### src/rtl/vga_timing_pkg.sv
// Shared raster constants for the VGA timing source and its consumers.
// 640x480@60 defaults, derived totals/sync windows, coordinate width and a
// half-open window decode helper.
package vga_timing_pkg;

    localparam int unsigned COORD_W = 10;
    localparam int unsigned FRAME_W = 8;

    localparam int unsigned H_ACTIVE = 640;
    localparam int unsigned H_FRONT  = 16;
    localparam int unsigned H_SYNC   = 96;
    localparam int unsigned H_BACK   = 48;
    localparam int unsigned V_ACTIVE = 480;
    localparam int unsigned V_FRONT  = 10;
    localparam int unsigned V_SYNC   = 2;
    localparam int unsigned V_BACK   = 33;

    localparam int unsigned H_TOTAL      = H_ACTIVE + H_FRONT + H_SYNC + H_BACK;
    localparam int unsigned V_TOTAL      = V_ACTIVE + V_FRONT + V_SYNC + V_BACK;
    localparam int unsigned H_SYNC_START = H_ACTIVE + H_FRONT;
    localparam int unsigned H_SYNC_END   = H_SYNC_START + H_SYNC;
    localparam int unsigned V_SYNC_START = V_ACTIVE + V_FRONT;
    localparam int unsigned V_SYNC_END   = V_SYNC_START + V_SYNC;

    // True when lo <= v < hi.
    function automatic logic in_window(input logic [COORD_W-1:0] v,
                                       input int unsigned lo,
                                       input int unsigned hi);
        return (32'(v) >= lo) && (32'(v) < hi);
    endfunction

endpackage

### src/rtl/vga_timing_gen_if.sv
// Raster bundle from the timing source to the pattern generators.
// master: timing source drives everything; slave: consumers read everything.
interface vga_timing_gen_if;
    import vga_timing_pkg::*;

    logic [COORD_W-1:0] x;
    logic [COORD_W-1:0] y;
    logic               active;
    logic               hsync;
    logic               vsync;
    logic               next_frame;
    logic [FRAME_W-1:0] frame_count;

    modport master (output x, y, active, hsync, vsync, next_frame, frame_count);
    modport slave  (input  x, y, active, hsync, vsync, next_frame, frame_count);
endinterface

### src/rtl/vga_timing_gen_wrap_counter.sv
// Enabled up-counter that wraps from max_i to 0.
// Ports: clk, rst (async active-high), en_i, max_i -> count_o (registered),
//        wrap_c_o (combinational: enabled and currently at max_i).
module wrap_counter
    import vga_timing_pkg::*;
#(
    parameter int unsigned W = COORD_W
) (
    input  logic         clk,
    input  logic         rst,
    input  logic         en_i,
    input  logic [W-1:0] max_i,
    output logic [W-1:0] count_o,
    output logic         wrap_c_o
);

    logic [W-1:0] count_q;
    logic [W-1:0] count_d;

    assign wrap_c_o = en_i && (count_q == max_i);

    always_comb begin
        count_d = count_q;
        if (wrap_c_o) begin
            count_d = '0;
        end else if (en_i) begin
            count_d = count_q + W'(1);
        end
    end

    always_ff @(posedge clk or posedge rst) begin
        if (rst) begin
            count_q <= '0;
        end else begin
            count_q <= count_d;
        end
    end

    assign count_o = count_q;

endmodule

### src/rtl/vga_timing_gen.sv
// Raster timing source: pixel divider, x/y counters, and registered decode of
// active/hsync/vsync/next_frame/frame_count aligned to the presented x/y.
// Ports: clk, rst (async active-high), vga (master modport of vga_timing_gen_if).
module vga_timing_gen
    import vga_timing_pkg::COORD_W, vga_timing_pkg::FRAME_W, vga_timing_pkg::in_window;
#(
    parameter int unsigned H_ACTIVE = vga_timing_pkg::H_ACTIVE,
    parameter int unsigned H_FRONT  = vga_timing_pkg::H_FRONT,
    parameter int unsigned H_SYNC   = vga_timing_pkg::H_SYNC,
    parameter int unsigned H_BACK   = vga_timing_pkg::H_BACK,
    parameter int unsigned V_ACTIVE = vga_timing_pkg::V_ACTIVE,
    parameter int unsigned V_FRONT  = vga_timing_pkg::V_FRONT,
    parameter int unsigned V_SYNC   = vga_timing_pkg::V_SYNC,
    parameter int unsigned V_BACK   = vga_timing_pkg::V_BACK,
    parameter bit          SYNC_POL = 1'b0,
    parameter int unsigned CLK_DIV  = 1
) (
    input  logic             clk,
    input  logic             rst,
    vga_timing_gen_if.master vga
);

    localparam int unsigned H_TOTAL = H_ACTIVE + H_FRONT + H_SYNC + H_BACK;
    localparam int unsigned V_TOTAL = V_ACTIVE + V_FRONT + V_SYNC + V_BACK;
    localparam int unsigned HS_LO   = H_ACTIVE + H_FRONT;
    localparam int unsigned HS_HI   = HS_LO + H_SYNC;
    localparam int unsigned VS_LO   = V_ACTIVE + V_FRONT;
    localparam int unsigned VS_HI   = VS_LO + V_SYNC;
    localparam int unsigned DIV_W   = 2;

    // Elaboration guards on the configuration.
    if ((H_TOTAL > 1024) || (V_TOTAL > 1024)) begin : g_bad_total
        $error("vga_timing_gen: H_TOTAL/V_TOTAL must not exceed 1024");
    end
    if ((CLK_DIV == 0) || (CLK_DIV > 4)) begin : g_bad_div
        $error("vga_timing_gen: CLK_DIV must be 1..4");
    end

    // Pixel-tick divider.
    logic [DIV_W-1:0] div_q;
    logic [DIV_W-1:0] div_d;
    logic             tick_c;

    assign tick_c = (div_q == DIV_W'(CLK_DIV - 1));

    always_comb begin
        div_d = div_q + DIV_W'(1);
        if (tick_c) begin
            div_d = '0;
        end
    end

    // Raster counters.
    logic [COORD_W-1:0] x_cnt;
    logic [COORD_W-1:0] y_cnt;
    logic               h_wrap_c;
    logic               v_wrap_c;
    logic               v_en_c;

    assign v_en_c = tick_c && h_wrap_c;

    wrap_counter #(.W(COORD_W)) u_h_cnt (
        .clk      (clk),
        .rst      (rst),
        .en_i     (tick_c),
        .max_i    (COORD_W'(H_TOTAL - 1)),
        .count_o  (x_cnt),
        .wrap_c_o (h_wrap_c)
    );

    wrap_counter #(.W(COORD_W)) u_v_cnt (
        .clk      (clk),
        .rst      (rst),
        .en_i     (v_en_c),
        .max_i    (COORD_W'(V_TOTAL - 1)),
        .count_o  (y_cnt),
        .wrap_c_o (v_wrap_c)
    );

    // Values the counters will hold after this edge; decode uses these so the
    // registered flags line up with the x/y presented in the same cycle.
    logic [COORD_W-1:0] x_nxt_c;
    logic [COORD_W-1:0] y_nxt_c;

    always_comb begin
        x_nxt_c = x_cnt;
        y_nxt_c = y_cnt;
        if (h_wrap_c) begin
            x_nxt_c = '0;
        end else if (tick_c) begin
            x_nxt_c = x_cnt + COORD_W'(1);
        end
        if (v_wrap_c) begin
            y_nxt_c = '0;
        end else if (v_en_c) begin
            y_nxt_c = y_cnt + COORD_W'(1);
        end
    end

    // Counters step into x=0, y=V_ACTIVE: start of vertical blank.
    logic next_frame_d;
    assign next_frame_d = v_en_c && (y_cnt == COORD_W'(V_ACTIVE - 1));

    logic               active_q;
    logic               hsync_q;
    logic               vsync_q;
    logic               next_frame_q;
    logic [FRAME_W-1:0] frame_q;

    always_ff @(posedge clk or posedge rst) begin
        if (rst) begin
            div_q        <= '0;
            active_q     <= 1'b1;
            hsync_q      <= ~SYNC_POL;
            vsync_q      <= ~SYNC_POL;
            next_frame_q <= 1'b0;
            frame_q      <= '0;
        end else begin
            div_q        <= div_d;
            active_q     <= (32'(x_nxt_c) < H_ACTIVE) && (32'(y_nxt_c) < V_ACTIVE);
            hsync_q      <= in_window(x_nxt_c, HS_LO, HS_HI) ? SYNC_POL : ~SYNC_POL;
            vsync_q      <= in_window(y_nxt_c, VS_LO, VS_HI) ? SYNC_POL : ~SYNC_POL;
            next_frame_q <= next_frame_d;
            if (next_frame_d) begin
                frame_q <= frame_q + FRAME_W'(1);
            end
        end
    end

    assign vga.x           = x_cnt;
    assign vga.y           = y_cnt;
    assign vga.active      = active_q;
    assign vga.hsync       = hsync_q;
    assign vga.vsync       = vsync_q;
    assign vga.next_frame  = next_frame_q;
    assign vga.frame_count = frame_q;

endmodule

### src/flat_wrapper.sv
// flat-port wrapper written by rule: the top's interface ports become plain ports
module vga_timing_gen_flat import vga_timing_pkg::COORD_W, vga_timing_pkg::FRAME_W, vga_timing_pkg::in_window;
#(
    parameter int unsigned H_ACTIVE = vga_timing_pkg::H_ACTIVE,
    parameter int unsigned H_FRONT  = vga_timing_pkg::H_FRONT,
    parameter int unsigned H_SYNC   = vga_timing_pkg::H_SYNC,
    parameter int unsigned H_BACK   = vga_timing_pkg::H_BACK,
    parameter int unsigned V_ACTIVE = vga_timing_pkg::V_ACTIVE,
    parameter int unsigned V_FRONT  = vga_timing_pkg::V_FRONT,
    parameter int unsigned V_SYNC   = vga_timing_pkg::V_SYNC,
    parameter int unsigned V_BACK   = vga_timing_pkg::V_BACK,
    parameter bit          SYNC_POL = 1'b0,
    parameter int unsigned CLK_DIV  = 1
)
  (clk, rst, vga_x, vga_y, vga_active, vga_hsync, vga_vsync, vga_next_frame, vga_frame_count);
  vga_timing_gen_if vga_i ();
  input  logic clk;
  input  logic rst;
  output wire logic [$bits(vga_i.x)-1:0] vga_x;
  output wire logic [$bits(vga_i.y)-1:0] vga_y;
  output wire logic [$bits(vga_i.active)-1:0] vga_active;
  output wire logic [$bits(vga_i.hsync)-1:0] vga_hsync;
  output wire logic [$bits(vga_i.vsync)-1:0] vga_vsync;
  output wire logic [$bits(vga_i.next_frame)-1:0] vga_next_frame;
  output wire logic [$bits(vga_i.frame_count)-1:0] vga_frame_count;
  assign vga_x = vga_i.x;
  assign vga_y = vga_i.y;
  assign vga_active = vga_i.active;
  assign vga_hsync = vga_i.hsync;
  assign vga_vsync = vga_i.vsync;
  assign vga_next_frame = vga_i.next_frame;
  assign vga_frame_count = vga_i.frame_count;
  vga_timing_gen #(.H_ACTIVE(H_ACTIVE), .H_FRONT(H_FRONT), .H_SYNC(H_SYNC), .H_BACK(H_BACK), .V_ACTIVE(V_ACTIVE), .V_FRONT(V_FRONT), .V_SYNC(V_SYNC), .V_BACK(V_BACK), .SYNC_POL(SYNC_POL), .CLK_DIV(CLK_DIV)) u_core (.clk(clk), .rst(rst), .vga(vga_i));
endmodule
### config.mk
export PLATFORM = sky130hd
export DESIGN_NAME = vga_timing_gen_flat
export DESIGN_NICKNAME = d
export VERILOG_FILES = /design/src/rtl/vga_timing_pkg.sv /design/src/rtl/vga_timing_gen_if.sv /design/src/rtl/vga_timing_gen_wrap_counter.sv /design/src/rtl/vga_timing_gen.sv /design/src/flat_wrapper.sv
export SDC_FILE = /design/constraint.sdc
export NUM_CORES = 1
export LEC_CHECK = 0
export BUFFER_PORTS_ARGS = -buffer_cell sky130_fd_sc_hd__buf_2
export CORE_ASPECT_RATIO = 1.4
export CORE_MARGIN = 2
export CORE_UTILIZATION = 35
export CTS_CLUSTER_DIAMETER = 40
export DETAILED_ROUTE_END_ITERATION = 10
export GPL_TIMING_DRIVEN = 0
export PLACE_DENSITY = 0.5
export SKIP_LAST_GASP = 1
export SLEW_MARGIN = 40
export SYNTH_ARGS = -nofsm -noshare
export SYNTH_HDL_FRONTEND = slang
export SYNTH_HIERARCHICAL = 1
export SYNTH_SLANG_ARGS = --single-unit
### constraint.sdc
create_clock -name clk -period 4.37 [get_ports clk]
set_input_delay 0.437 -clock clk [delete_from_list [all_inputs] [get_ports clk]]
set_output_delay 0.437 -clock clk [all_outputs]
set_load 0.1 [all_outputs]
==> flow_metrics.py, run 1 <==
metrics = {
    "run_status": {
        "status": "finished clean",
    },
    "cells_and_area": {
        "nets": 299,
        "fillers": 624,
        "instances_no_fill": 363,
        "post_route_cells_drive_above_1_share_pct": 23.0,
        "antennaDiodeCount": 0,
        "area_growth_pct": 18.5,
        "post-route-util_pct": 43.1,
    },
    "clocking": {
        "clkLatencyLatePin_ns": 0.29,
        "ctsResizeCount": 0,
        "cts_tree": "built",
        "cts_hold_buf": 0,
        "clock_path_buffers": 2,
        "cts-root-buf": "clkbuf_8",
        "cts_setup_buffers": 0,
        "path_clk_slew_ns": 0.07,
        "htree_levels": 2,
        "cts_made_buffers": 5,
        "cts.sinks": 34,
    },
    "timing": {
        "relSlewSlack_pct": 62.8,
        "skew_ns": 0.00653,
        "drv_slew": 0,
        "setup_viol": 0,
        "min_period_ns": 3.38,
        "min_period_over_period_pct": 77.3,
        "worst_pin_slew_ns": 0.556,
        "rsz0062_at_grt": "no",
        "finalHoldViolCount": 0,
        "fmax_mhz": 296,
        "fin_setup_tns_ns": 0,
    },
    "global_route": {
        "antenna_found_initial": 0,
        "grt_overflow": 0,
        "track_usage_pct": 15.9,
        "grt_pass1_wl_um": 8890,
        "grt_pass1_vias": 1825,
        "grt_max_degree": 15,
    },
    "placed_design": {
        "dp.cells": 355,
        "numPortBuffers": 33,
        "dp_hpwl_um": 3680,
        "gp_congestion": 0.773,
    },
    "hold_path": {
        "hold_path.class": "in2async",
    },
    "synth": {
        "async_reset_ff_share_pct": 100,
        "synth_top_area_cell": "dfrtp_1",
        "avgSynthCellArea_um2": 9.73,
        "syn-instance-count": 232,
        "syn-cell-area_um2": 2260,
        "yosysWarnings": 6,
        "synth_edf_count": 0,
        "yosysMostFrequentCell": "xnor2_1",
        "synthTopCellsByArea": "dfrtp_1, xnor2_1, nand4_1",
        "yosys-top-cells-count": "xnor2_1, dfrtp_1, nor2_1",
        "ys_ff_latch": 34,
        "synth_seq_area_share_pct": 37.8,
        "ys_types": 52,
        "ys.flop_type": "dfrtp_1",
        "synth_top_area_share_pct": 34.3,
    },
    "route": {
        "ant_nets": 0,
        "drt_first_pass_iters": 4,
        "drt_iter0_drc": 107,
        "wl_per_cell_um": 14.0,
        "dr_total_vias": 1850,
        "drc_errors": 0,
        "wl_um": 5090,
        "detail_route.vias_per_cell": 5.10,
    },
    "setup_path": {
        "crit_fanout": 13,
        "reg2reg_slack_ns": 0.99,
        "end_kind": "register",
        "rr_endpoint": "u_core/vga.active$_DFF_PP1_",
        "crit_type": "reg2reg",
        "required_ns": 4.56,
        "rr_startpoint": "u_core/div_q[0]$_DFF_PP0_",
        "rr_worst_depth": 13,
        "crit_arrival_ns": 3.57,
        "worst_setup_path_start_kind": "register",
    },
    "power": {
        "power_density_nw_per_um2": 461,
        "power_mw": 1.23,
        "peakVddDrop_mv": 0.231,
        "leakage_nw": 1.21,
    },
    "floorplanning": {
        "floorplan.die_area_um2": 7120,
        "die_w_um": 71.9,
        "num_io_pins": 34,
        "dieHeight_um": 99.0,
        "core_area_um2": 6210,
        "initial_core_util_pct": 36.4,
        "fp-row-count": 34,
    },
    "flow_run": {
        "max_cap_viol_count": 0,
    },
}
report_power, final:
group	total [mW]	switching [mW]	internal [mW]	leakage, nW
logic	0.518	0.385	0.133	0.716
registers	0.470	0.121	0.349	0.444
clock network	0.245	0.118	0.127	0.0472
cell usage in the layout (no fill, tap or decap), drive strengths merged, types with 2 or more instances in the layout:
cell,n
buf,39
xnor2,37
dfrtp,31
nor2,21
conb,20
nand4,19
nand2,18
inv,11
nand3,10
xor2,9
ha,7
and3,7
nor3,7
clkbuf,6
o21ai,4
nor4,3
dfstp,3
a21oi,3
o22ai,3
and4,2
a31oi,2
a221oi,2
nor4b,2
nand4b,2
o311ai,2
or3,2
critical path, stage by stage (launching register included):
cell and delay (ns):
dfrtp_1 0.37, inv_1 0.07, ha_1 0.17, buf_2 0.21, nand4_2 0.14, nor3_4 0.53, and2_1 0.25, buf_2 0.22
nand4_2 0.15, nor3_4 0.51, and3b_1 0.26, nand3_1 0.08, o22ai_1 0.09, a221oi_1 0.23
per-layer routing:
metal  track usage, %  routed length, µm
met1             19.6               2160
met2             26.7               2650
met3             2.97                193
met4             6.82                 87
met5                0                  0
metrics by stage:
stage          instance area [µm²]  hold WS (ns)  setup WS, ns
2_1_floorplan                 2330         0.277         0.926
3_3_place_gp                  2580         0.457         0.952
3_5_place_dp                  2580         0.467         0.947
4_1_cts                       2680         0.155         0.935
5_1_grt                       2680         0.171         0.702
6_report                      2680         0.147         0.993
how the worst max path moves through the flow:
stage                                          startpoint                          end  slack [ns]
global route                    u_core/div_q[0]$_DFF_PP0_  u_core/vga.active$_DFF_PP1_        0.70
global placement                u_core/div_q[0]$_DFF_PP0_  u_core/vga.active$_DFF_PP1_        0.95
floorplan           u_core/u_h_cnt/count_o[0]$_DFFE_PP0P_  u_core/vga.active$_DFF_PP1_        0.93
CTS                             u_core/div_q[0]$_DFF_PP0_  u_core/vga.active$_DFF_PP1_        0.93
detailed placement              u_core/div_q[0]$_DFF_PP0_  u_core/vga.active$_DFF_PP1_        0.95
finish                          u_core/div_q[0]$_DFF_PP0_  u_core/vga.active$_DFF_PP1_        0.99
area by class of cell:
type | instances | area, µm² | share of cell area [%]
buffer | 6 | 42.5 | 1.59
multi-input combinational | 199 | 1390 | 51.8
clock buffer | 6 | 82.6 | 3.09
inverter | 11 | 41.3 | 1.54
clock inverter | 2 | 12.5 | 0.468
timing repair buffer | 33 | 165 | 6.17
tap | 72 | 90.1 | 3.37
sequential | 34 | 855 | 31.9
sequential cells by signal, summed over array words and instances, names as in the netlist:
name                    count
u_core/u_h_cnt/count_o     10
u_core/vga.vsync            1
u_core/vga.hsync            1
u_core/vga.next_frame       1
u_core/u_v_cnt/count_o     10
u_core/vga.frame_count      8
u_core/div_q                2
u_core/vga.active           1
kinds of logic (layout without fill, tap and decap cells):
group | after synthesis | after routing | share of synthesized area (%)
AO/OA/AOI/OAI | 22 | 22 | 7.37
XOR/XNOR | 46 | 46 | 18.5
adder cells (fa/ha/maj) | 7 | 7 | 3.88
buffers and inverters | 17 | 58 | 3.71
flip-flops | 34 | 34 | 37.8
multiplexers | 1 | 1 | 0.499
other | 2 | 20 | 0.333
AND/OR/NAND/NOR | 103 | 103 | 27.9
Power figures use the tool's default switching activity.
==> run 2: changes to the inputs <==
--- a/config.mk
+++ b/config.mk
@@ -5,6 +5,7 @@
 export SDC_FILE = /design/constraint.sdc
 export NUM_CORES = 1
 export LEC_CHECK = 0
+export ABC_AREA = 1
 export BUFFER_PORTS_ARGS = -buffer_cell sky130_fd_sc_hd__buf_2
 export CORE_ASPECT_RATIO = 1.4
 export CORE_MARGIN = 2
==> constraint.sdc (replaced) <==
create_clock -name clk -period 3.2 [get_ports clk]
set_input_delay 0.32 -clock clk [delete_from_list [all_inputs] [get_ports clk]]
set_output_delay 0.32 -clock clk [all_outputs]
set_load 0.1 [all_outputs]
==> flow_metrics.py, run 2 <==
metrics = {
    "run_status": {
        "status": "finished clean",
    },
    "synth": {
        "synth_top_area_share_pct": 27.4,
        "yosysMostFrequentCell": "nand2_1",
        "synth_edf_count": 0,
        "ys_types": 32,
        "ys_ff_latch": 34,
        "synth_seq_area_share_pct": 30.1,
        "synthTopCellsByArea": "dfrtp_1, nand2_1, inv_1",
        "yosys-top-cells-count": "nand2_1, inv_1, nor2_1",
        "avgSynthCellArea_um2": 6.58,
        "syn-cell-area_um2": 2840,
        "yosysWarnings": 6,
        "async_reset_ff_share_pct": 100,
        "syn-instance-count": 431,
        "synth_top_area_cell": "dfrtp_1",
        "ys.flop_type": "dfrtp_1",
    },
    "setup_path": {
        "required_ns": 3.43,
        "crit_fanout": 13,
        "rr_worst_depth": 20,
        "rr_endpoint": "u_core/vga.active$_DFF_PP1_",
        "worst_setup_path_start_kind": "register",
        "rr_startpoint": "u_core/div_q[1]$_DFF_PP0_",
        "crit_end": "u_core/vga.active$_DFF_PP1_",
        "end_kind": "register",
        "crit_type": "reg2reg",
        "crit_path_start": "u_core/div_q[1]$_DFF_PP0_",
        "crit_arrival_ns": 3.15,
        "reg2reg_slack_ns": 0.28,
    },
    "clocking": {
        "htree_levels": 2,
        "cts_hold_buf": 0,
        "clock_path_buffers": 2,
        "cts_tree": "built",
        "cts-root-buf": "clkbuf_8",
        "clkLatencyLatePin_ns": 0.29,
        "cts.sinks": 34,
        "cts_made_buffers": 5,
        "path_clk_slew_ns": 0.08,
    },
    "power": {
        "leakage_nw": 2.02,
        "power_density_nw_per_um2": 601,
        "peakVddDrop_mv": 0.462,
    },
    "timing": {
        "finalHoldViolCount": 0,
        "drv_slew": 0,
        "skew_ns": 0.0138,
        "fmax_mhz": 342,
        "min_period_over_period_pct": 91.2,
        "worst_pin_slew_ns": 0.567,
        "rsz0062_at_grt": "no",
        "fin_setup_tns_ns": 0,
        "relSlewSlack_pct": 62.1,
        "min_period_ns": 2.92,
        "setup_viol": 0,
    },
    "route": {
        "detail_route.vias_per_cell": 4.38,
        "drt_iter0_drc": 143,
        "dr_total_vias": 2682,
        "drc_errors": 0,
        "wl_um": 6870,
        "wl_per_cell_um": 11.2,
        "ant_nets": 0,
        "drt_first_pass_iters": 4,
    },
    "cells_and_area": {
        "postLayoutCellArea_um2": 3440,
        "antennaDiodeCount": 0,
        "mostFrequentLayoutCells": "nand2_1, inv_1, nor2_1",
        "post_route_cells_drive_above_1_share_pct": 19.5,
        "fillers": 848,
        "nets": 521,
        "area_growth_pct": 21.5,
        "layout_commonest_cell": "nand2_1",
    },
    "global_route": {
        "grtUsageMet3_pct": 2.04,
        "gr-usage-met2_pct": 29.4,
        "grt_overflow": 0,
        "antenna_found_initial": 0,
        "grt_pass1_wl_um": 11300,
        "top_usage_layer": "met2",
        "grt_pass1_vias": 2476,
        "grt_max_degree": 15,
        "track_usage_pct": 16.1,
        "met1_usage_pct": 18.7,
    },
    "floorplanning": {
        "dieHeight_um": 110,
        "num_io_pins": 34,
        "core_area_um2": 7800,
        "initial_core_util_pct": 36.4,
        "fp-row-count": 38,
        "floorplan.die_area_um2": 8850,
        "die_w_um": 80.1,
    },
    "placed_design": {
        "numPortBuffers": 33,
        "dp_hpwl_um": 5280,
        "placed_area_um2": 3260,
        "gp_congestion": 0.784,
    },
    "hold_path": {
        "hold_path.class": "in2async",
    },
    "flow_run": {
        "max_cap_viol_count": 0,
    },
}
## run 2: worst min path at each step
stage / slack, ns / end / cells after the start / start
after detailed placement: 0.35 / u_core/u_h_cnt/count_o[4]$_DFFE_PP0P_ / 2 / rst
after floorplan: 0.16 / u_core/u_h_cnt/count_o[0]$_DFFE_PP0P_ / 1 / rst
after global routing: 0.05 / u_core/u_h_cnt/count_o[3]$_DFFE_PP0P_ / 2 / rst
final: 0.02 / u_core/u_h_cnt/count_o[7]$_DFFE_PP0P_ / 2 / rst
after global placement: 0.35 / u_core/u_h_cnt/count_o[4]$_DFFE_PP0P_ / 2 / rst
after CTS: 0.03 / u_core/u_h_cnt/count_o[4]$_DFFE_PP0P_ / 2 / rst
## run 2: layer usage
layer | share of wire (%) | vias up
met4 | 2.0 | 0
li1 | - | 1436
met5 | 0 | -
met2 | 53 | 47
met3 | 2.7 | 12
met1 | 42 | 1187
## run 2: layout make-up
type	instances	area [µm²]	area share, %
repair buffers	38	203	5.88
multi-input cells	357	1840	53.4
inverters	76	315	9.15
flip-flops and latches	34	855	24.8
clock inverters	1	30.0	0.872
clock buffers	7	76.3	2.22
well taps	100	125	3.63
## run 2: metrics by stage
stage,cells,power (mW),hold slack [ns],utilization [%],setup slack [ns]
floorplan,467,1.51,0.160,-,0.0702
global placement,600,1.68,0.353,41.8,-0.398
detailed placement,600,1.68,0.346,41.8,-0.371
CTS,608,2.08,0.0339,43.4,0.00381
global route,613,2.22,0.0479,44.2,0.000423
finish,613,2.07,0.0178,44.2,0.280
## run 2: critical path: stages (launching register included)
cell	delay [ns]
dfrtp_1	0.38
inv_1	0.10
ha_4	0.22
clkinvlp_4	0.16
a21oi_2	0.16
and3b_1	0.19
nand3b_1	0.12
nor2_4	0.16
nand2_4	0.14
clkinv_8	0.11
clkinvlp_4	0.10
a21oi_2	0.15
and3b_1	0.17
nand3b_1	0.09
nor2_2	0.13
inv_1	0.10
nand3_2	0.10
inv_1	0.06
nor2_1	0.09
nand2_1	0.05
nor2_1	0.08
## run 2: repair_timing
item	in CTS	in global routing
resized for setup	3	7
setup buffers	0	5
endpoints found under the setup margin	2	2
pin swaps	0	2
## run 2: kinds of logic (layout without fill, tap and decap cells)
| family | after synthesis | after routing | synth area share [%] |
|---|---|---|---|
| buffers and inverters | 76 | 122 | 10.5 |
| adder cells (fa/ha/maj) | 7 | 7 | 3.09 |
| XOR/XNOR | 25 | 25 | 7.72 |
| flip-flops | 34 | 34 | 30.1 |
| other | 2 | 38 | 0.265 |
| AO/OA/AOI/OAI | 14 | 14 | 2.74 |
| AND/OR/NAND/NOR | 273 | 273 | 45.5 |
## run 2: power by group
| group | total [mW] | internal, mW | switching, mW |
|---|---|---|---|
| clock | 0.395 | 0.233 | 0.162 |
| sequential | 0.647 | 0.497 | 0.150 |
| combinational | 1.03 | 0.228 | 0.800 |
==> run 3: changes to the inputs <==
==> constraint.sdc (replaced) <==
create_clock -name clk -period 3.2 [get_ports clk]
set_input_delay 0.16 -clock clk [delete_from_list [all_inputs] [get_ports clk]]
set_output_delay 0.16 -clock clk [all_outputs]
set_load 0.1 [all_outputs]
==> flow_metrics.py, run 3 (same netlist as run 2, synthesis figures left out) <==
metrics = {
    "run_status": {
        "status": "finished clean",
    },
    "setup_path": {
        "crit_arrival_ns": 3.17,
        "crit_type": "reg2reg",
        "end_kind": "register",
        "crit_fanout": 13,
        "worst_setup_path_start_kind": "register",
        "reg2reg_slack_ns": 0.27,
        "required_ns": 3.44,
    },
    "flow_run": {
        "max_cap_viol_count": 0,
    },
    "floorplanning": {
        "die_w_um": 80.1,
        "num_io_pins": 34,
        "initial_core_util_pct": 36.4,
        "core_area_um2": 7800,
        "dieHeight_um": 110,
        "fp-row-count": 38,
        "floorplan.die_area_um2": 8850,
    },
    "global_route": {
        "grt_pass1_wl_um": 11400,
        "antenna_found_initial": 0,
        "track_usage_pct": 16.2,
        "grt_max_degree": 15,
        "grt_overflow": 0,
        "grt_pass1_vias": 2482,
    },
    "route": {
        "wl_per_cell_um": 11.2,
        "drt_first_pass_iters": 4,
        "ant_nets": 0,
        "dr_total_vias": 2691,
        "drc_errors": 0,
        "detail_route.vias_per_cell": 4.38,
        "drt_iter0_drc": 149,
        "wl_um": 6910,
    },
    "placed_design": {
        "dp_hpwl_um": 5280,
        "gp_congestion": 0.784,
        "numPortBuffers": 33,
        "dp_slack_ns": -0.371,
    },
    "clocking": {
        "htree_levels": 2,
        "cts_tree": "built",
        "path_clk_slew_ns": 0.08,
        "clkLatencyLatePin_ns": 0.29,
        "cts_made_buffers": 5,
        "cts-root-buf": "clkbuf_8",
        "cts.sinks": 34,
        "clock_path_buffers": 2,
    },
    "power": {
        "leakage_nw": 2.03,
        "peakVddDrop_mv": 0.462,
        "power_density_nw_per_um2": 600,
    },
    "timing": {
        "skew_ns": 0.0140,
        "finalHoldViolCount": 0,
        "rsz0062_at_grt": "no",
        "drv_slew": 0,
        "worst_pin_slew_ns": 0.566,
        "relSlewSlack_pct": 62.2,
        "min_period_over_period_pct": 91.5,
        "whs_ns": 0.416,
        "setup_viol": 0,
        "min_period_ns": 2.93,
        "setup_ws_ns": 0.272,
        "fmax_mhz": 342,
    },
    "cells_and_area": {
        "layout_commonest_cell": "nand2_1",
        "area_growth_pct": 21.8,
        "mostFrequentLayoutCells": "nand2_1, inv_1, nor2_1",
        "fillers": 848,
        "nets": 522,
        "antennaDiodeCount": 0,
        "post_route_cells_drive_above_1_share_pct": 19.5,
    },
    "hold_path": {
        "hold_path.class": "in2async",
    },
}
run 3: cell count changes in the layout (fill, tap and decap cells not counted):
cell           previous run  this run
dlygate4sd3_1             0         1
run 3: timing repair:
action | in CTS | in global routing
pin swaps | 0 | 2
buffers inserted | 0 | 5
endpoints found under the setup margin | 2 | 2
hold buffers | 1 | 0
cloned | 0 | 0
gates resized for setup | 3 | 7
hold endpoints to repair | 31 | 0
run 3: per-stage QoR:
stage	utilization [%]	TNS [ns]	area [µm²]	cells	power, mW
2_1_floorplan	-	0	2970	467	1.51
3_5_place_dp	41.8	-0.718	3260	600	1.68
4_1_cts	43.5	0	3390	609	2.09
6_report	44.3	0	3450	614	2.07
5_1_grt	44.3	0	3450	614	2.22
3_3_place_gp	41.8	-0.732	3260	600	1.68
run 3: area by class of cell:
cell class                 count  area, µm²  share of cell area [%]
inverter                      76        315                    9.13
tap                          100        125                    3.62
multi-input combinational    357       1840                    53.3
timing repair buffer          39        213                    6.16
sequential                    34        855                    24.7
clock inverter                 1       30.0                   0.869
clock buffer                   7       76.3                    2.21
run 3: worst paths after layout:
check	start	to	cells after the start
worst max-delay path	u_core/div_q[1]$_DFF_PP0_	u_core/vga.active$_DFF_PP1_	20
worst min-delay path	rst	u_core/u_h_cnt/count_o[7]$_DFFE_PP0P_	3
worst max register to register	u_core/div_q[1]$_DFF_PP0_	u_core/vga.active$_DFF_PP1_	20
worst min register to register	u_core/div_q[1]$_DFF_PP0_	u_core/div_q[0]$_DFF_PP0_	1
max in group asynchronous	rst	u_core/vga.hsync$_DFF_PP1_	3
min in group clk	u_core/div_q[1]$_DFF_PP0_	u_core/div_q[0]$_DFF_PP0_	1
run 3: worst max-delay path: stages (launching register included):
cell        delay [ns]
dfrtp_1           0.38
inv_1             0.10
ha_4              0.22
clkinvlp_4        0.16
a21oi_2           0.16
and3b_1           0.19
nand3b_1          0.12
nor2_4            0.16
nand2_4           0.13
clkinv_8          0.11
clkinvlp_4        0.10
a21oi_2           0.15
and3b_1           0.17
nand3b_1          0.09
nor2_2            0.14
inv_1             0.10
nand3_2           0.10
inv_1             0.06
nor2_1            0.09
nand2_1           0.05
nor2_1            0.08
run 3: report_power, final:
part           switching [mW]  internal, mW
logic                   0.800         0.228
registers               0.150         0.497
clock network           0.164         0.233
run 3: routing by layer:
| metal | global-route usage [%] | share of wire [%] | up-vias |
|---|---|---|---|
| met5 | 0 | 0 | - |
| met4 | 5.76 | 2.0 | 0 |
| met3 | 2.04 | 2.6 | 10 |
| met2 | 29.7 | 54 | 48 |
| met1 | 18.7 | 42 | 1194 |
| li1 | - | - | 1439 |
